==> config.mk <==
export PLATFORM = sky130hd
export DESIGN_NAME = fsk_tone_sequencer
export DESIGN_NICKNAME = d
export VERILOG_FILES = /design/src/rtl/fsk_tone_sequencer.sv
export SDC_FILE = /design/constraint.sdc
export NUM_CORES = 1
export LEC_CHECK = 0
export ABC_AREA = 1
export BUFFER_PORTS_ARGS = -buffer_cell sky130_fd_sc_hd__buf_2
export CORE_MARGIN = 3
export CORE_UTILIZATION = 58
export CTS_CLUSTER_DIAMETER = 100
export DETAILED_ROUTE_END_ITERATION = 12
export GPL_TIMING_DRIVEN = 0
export MAX_ROUTING_LAYER = met4
export PLACE_DENSITY_LB_ADDON = 0.05
export SYNTH_ARGS = -nofsm -noshare
export SYNTH_HDL_FRONTEND = slang
export SYNTH_SLANG_ARGS = --single-unit
==> constraint.sdc <==
create_clock -name clk -period 1.6 [get_ports clk]
set_input_delay 0.24 -clock clk [delete_from_list [all_inputs] [get_ports clk]]
set_output_delay 0.24 -clock clk [all_outputs]
set_load 0.005 [all_outputs]
==> src/rtl/fsk_tone_sequencer.sv <==
// rtl/fsk_tone_sequencer.sv - byte-serial FSK tone generator, LSB first
//
// Accepts one byte through a valid/ready handshake and sends its eight bits
// LSB first. Each bit is a square wave lasting BIT_CYCLES clocks. A '1' bit
// uses half-period MARK_HALF and a '0' bit uses half-period SPACE_HALF.
// A single DONE cycle follows the last bit, and then the block returns to IDLE.
//
// Ports:
//   clk        sole clock, rising edge
//   reset      synchronous, active-high
//   din        byte to transmit, captured on handshake
//   din_valid  din holds a byte
//   din_ready  block accepts a byte this cycle (IDLE only)
//   fsk_out    FSK square-wave output
//   bit_out    data bit currently on air (0 outside SEND)
//   busy       high in SEND and DONE
//   done       one-cycle pulse after the last bit
module fsk_tone_sequencer #(
   parameter int MARK_HALF  = 3,
   parameter int SPACE_HALF = 6,
   parameter int BIT_CYCLES = 48,
   parameter int CNT_W      = 8
) (
   input  logic       clk,
   input  logic       reset,
   input  logic [7:0] din,
   input  logic       din_valid,
   output logic       din_ready,
   output logic       fsk_out,
   output logic       bit_out,
   output logic       busy,
   output logic       done
);

   typedef enum logic [1:0] {IDLE, SEND, DONE} state_t;

   localparam logic [CNT_W-1:0] MARK_LAST  = CNT_W'(MARK_HALF - 1);
   localparam logic [CNT_W-1:0] SPACE_LAST = CNT_W'(SPACE_HALF - 1);
   localparam logic [CNT_W-1:0] BIT_LAST   = CNT_W'(BIT_CYCLES - 1);

   state_t            state;
   logic [7:0]        shreg;
   logic [2:0]        bit_idx;
   logic [CNT_W-1:0]  bit_cnt;
   logic [CNT_W-1:0]  tone_cnt;

   logic [CNT_W-1:0]  half_last;
   logic              tone_hit;
   logic              bit_end;

   always_comb begin
      half_last = shreg[0] ? MARK_LAST : SPACE_LAST;
      tone_hit  = (tone_cnt == half_last);
      bit_end   = (bit_cnt == BIT_LAST);
   end

   // All outputs are registered. bit_out is loaded with the value that the
   // shift register LSB will hold in the next cycle, so it tracks the bit on air.
   always_ff @(posedge clk) begin
      if (reset) begin
         state     <= IDLE;
         shreg     <= '0;
         bit_idx   <= '0;
         bit_cnt   <= '0;
         tone_cnt  <= '0;
         fsk_out   <= 1'b0;
         bit_out   <= 1'b0;
         busy      <= 1'b0;
         done      <= 1'b0;
         din_ready <= 1'b1;
      end else begin
         case (state)
            IDLE: begin
               if (din_valid) begin
                  shreg     <= din;
                  bit_idx   <= '0;
                  bit_cnt   <= '0;
                  tone_cnt  <= '0;
                  fsk_out   <= 1'b0;
                  bit_out   <= din[0];
                  busy      <= 1'b1;
                  din_ready <= 1'b0;
                  state     <= SEND;
               end
            end

            SEND: begin
               if (tone_hit) begin
                  tone_cnt <= '0;
                  fsk_out  <= ~fsk_out;
               end else begin
                  tone_cnt <= tone_cnt + CNT_W'(1);
               end

               // The bit boundary restarts the tone phase, but a toggle that
               // falls on the same edge still happens above.
               if (bit_end) begin
                  bit_cnt  <= '0;
                  tone_cnt <= '0;
                  shreg    <= shreg >> 1;
                  bit_idx  <= bit_idx + 3'd1;
                  if (bit_idx == 3'd7) begin
                     bit_out <= 1'b0;
                     done    <= 1'b1;
                     state   <= DONE;
                  end else begin
                     bit_out <= shreg[1];
                  end
               end else begin
                  bit_cnt <= bit_cnt + CNT_W'(1);
               end
            end

            DONE: begin
               fsk_out   <= 1'b0;
               done      <= 1'b0;
               busy      <= 1'b0;
               din_ready <= 1'b1;
               state     <= IDLE;
            end

            default: begin
               state     <= IDLE;
               busy      <= 1'b0;
               done      <= 1'b0;
               din_ready <= 1'b1;
               fsk_out   <= 1'b0;
               bit_out   <= 1'b0;
            end
         endcase
      end
   end

endmodule

==> results.py <==
metrics = {
    "clock_network": {
        "h-tree-depth": 2,
        "numCtsBuffers": 5,
        "hold_buffers": 0,
        "clk_transition_reported_paths_ns": 0.11,
        "cts_sinks": 34,
        "root_buffer": "clkbuf_4",
        "postCtsSetupRepairBufs": 0,
        "clk_latency_ns": 0.34,
        "cts_buffer_depth": 2,
        "postCtsResizedCells": 0,
        "cts_tree": "done",
    },
    "global_route": {
        "grt_util_met1_pct": 27.7,
        "grt_overflow": 0,
        "grt_max_degree": 11,
        "grt_use_total_pct": 22.9,
        "grt_pass1_wl_mm": 6.05,
        "use_met3_pct": 7.64,
        "antenna_found_initial": 0,
        "grt_pass1_vias": 1385,
        "busiest_layer": "met2",
        "use_met2_pct": 35.1,
    },
    "die": {
        "initial_core_util_pct": 63.3,
        "fp-row-count": 19,
        "dieHeight_um": 62.0,
        "die_w_um": 62.0,
        "ios": 16,
        "coreArea_um2": 2880,
        "die_area_um2": 3850,
    },
    "placed_design": {
        "place_ws_ns": 0.0841,
        "place_hpwl_mm": 2.66,
        "dp.cells": 319,
        "portBuffers": 15,
        "place.gp.congestion": 0.867,
    },
    "logic_synthesis": {
        "yosys_warnings": 0,
        "synthFlopType": "dfxtp_1",
        "async_flop_share_pct": 0,
        "yosysTopAreaCell": "dfxtp_1",
        "syn_avg_cell_area_um2": 6.95,
        "syn_nets": 277,
        "yosysMostFrequentCell": "nand2_1",
        "synth_top_area_share_pct": 37.4,
        "syn_area_um2": 1820,
        "synthCells": 262,
        "synth_commonest_cells": "nand2_1 (76), nor2_1 (46), dfxtp_1 (34)",
        "synth_seq_cells": 34,
        "synth_area_leaders": "dfxtp_1 (37%), nand2_1 (16%), nor2_1 (9.5%)",
        "synth_edf_count": 0,
        "yosysSeqAreaShare_pct": 37.4,
        "synth_cell_type_count": 31,
    },
    "power_and_ir_drop": {
        "p_leak_nw": 0.895,
        "ir_drop_mv": 0.548,
        "pwr_density_cell_nw_per_um2": 815,
    },
    "min_path": {
        "hold_start": "din[7]",
        "hp-class": "in2reg",
    },
    "sta": {
        "fin_skew_ns": 0.0106,
        "max-slew-margin-rel_pct": 61.3,
        "fmaxAchievable_mhz": 670,
        "setup_viol": 0,
        "hold_viol_final": 0,
        "fin_ws_ns": 0.107,
        "rsz0062_at_grt": "no",
        "period_needed_ns": 1.49,
        "min_period_over_period_pct": 93.3,
        "tightest_slew_ns": 0.580,
        "whs_ns": 0.139,
        "fin_setup_tns_ns": 0,
        "slew_violations": 0,
    },
    "layout": {
        "stdcell_count": 326,
        "antenna_cells": 0,
        "nNetsFinal": 299,
        "area_growth_pct": 10.2,
        "layout-drive-gt1-share_pct": 16.5,
    },
    "worst_setup_path": {
        "crit_fanout": 10,
        "crit_required_ns": 1.81,
        "cp-start-kind": "flop",
        "crit_path_start": "bit_cnt[0]",
        "end_kind": "flop",
        "timing.rr.start": "bit_cnt[0]",
        "crit_type": "reg2reg",
        "worst_ep_arrival_time_ns": 1.70,
    },
    "detailed_routing": {
        "dr_total_vias": 1647,
        "ant_nets": 0,
        "remaining_drc_errors": 0,
        "drt-pass1-iter-count": 4,
        "drt-vias-per-instance": 5.05,
        "wl_mm": 3.76,
        "wl_per_cell_um": 11.5,
        "drtIter0Drc": 111,
    },
    "status": {
        "status": "completed",
    },
    "job": {
        "drv_cap": 0,
    },
}
[cell families (layout without fill, tap and decap cells)]
| family | Yosys count | in the layout | share of synthesized area, % |
|---|---|---|---|
| buffers and inverters | 32 | 54 | 9.27 |
| AO/OA/AOI/OAI | 24 | 24 | 7.42 |
| AND/OR/NAND/NOR | 162 | 162 | 40.3 |
| flip-flops | 34 | 34 | 37.4 |
| XOR/XNOR | 6 | 6 | 2.88 |
| adder cells (fa/ha/maj) | 4 | 4 | 2.75 |
[stage by stage]
stage / util (%) / cell area, um^2 / power, mW
finish: 69.8 / 2010 / 1.64
global route: 69.8 / 2010 / 1.72
CTS: 69.3 / 1990 / 1.64
detailed placement: 67.8 / 1950 / 1.20
global placement: 67.8 / 1950 / 1.19
floorplan: - / 1820 / 1.13
[final cells by class]
type,count,area (um^2)
flip-flops and latches,34,682
multi-input cells,196,985
repair buffers,15,75.1
well taps,42,52.6
fillers,250,868
plain buffers,7,70.1
inverters,25,98.8
clock buffers,7,45.0
[cell usage in the layout, fill, tap and decap left out, types with 2 or more instances in the layout]
| cell type | synthesis | final |
|---|---|---|
| nand3_1 | 13 | 13 |
| inv_1 | 22 | 22 |
| nor2_4 | 2 | 2 |
| nor2_1 | 46 | 45 |
| xor2_1 | 5 | 5 |
| nor3_1 | 3 | 3 |
| clkbuf_4 | 0 | 5 |
| buf_6 | 3 | 3 |
| inv_2 | 2 | 2 |
| dfxtp_1 | 34 | 33 |
| clkbuf_1 | 1 | 3 |
| nand2_1 | 76 | 76 |
| o21ai_0 | 8 | 8 |
| nand2_4 | 4 | 4 |
| nor2_2 | 1 | 2 |
| ha_1 | 4 | 3 |
| a21oi_2 | 2 | 2 |
| a21oi_1 | 10 | 10 |
| nand2_2 | 3 | 3 |
| nand3b_1 | 7 | 7 |
| buf_2 | 1 | 16 |
| nand4_1 | 4 | 4 |
[final timing paths]
kind | endpoint | slack [ns] | cells past startpoint
worst min-delay path | shreg[7] | 0.14 | 3
worst min register to register | din_ready | 0.45 | 2
worst max-delay path | bit_out | 0.11 | 9
worst max register to register | bit_out | 0.11 | 9
[worst max-delay path, cell delays in order, from the launching register on]
cell,delay [ns]
dfxtp_2,0.38
ha_2,0.20
nand2_2,0.09
nor2_4,0.14
nand3_4,0.12
nand2_4,0.10
buf_6,0.14
nand2_1,0.06
nand2_1,0.08
a21oi_2,0.05
[registers in the layout, indices dropped and copies added, names as in the netlist]
name / flops
tone_cnt: 8
bit_idx: 3
bit_cnt: 8
fsk_out: 1
busy: 1
state: 2
din_ready: 1
done: 1
shreg: 8
bit_out: 1
[routing by layer]
layer / vias up / routed length [um]
met5: - / 0
met4: 0 / 50
met3: 4 / 141
li1: 865 / -
met1: 747 / 1860
met2: 31 / 1710
[where the power goes]
part           internal [mW]  total, mW  switching (mW)  leakage (nW)
combinational          0.110      0.271           0.161         0.592
sequential             0.885      0.909          0.0243         0.278
clock                  0.166      0.456           0.290        0.0254
total                   1.16       1.64           0.475         0.895
Power figures use the tool's default switching activity.
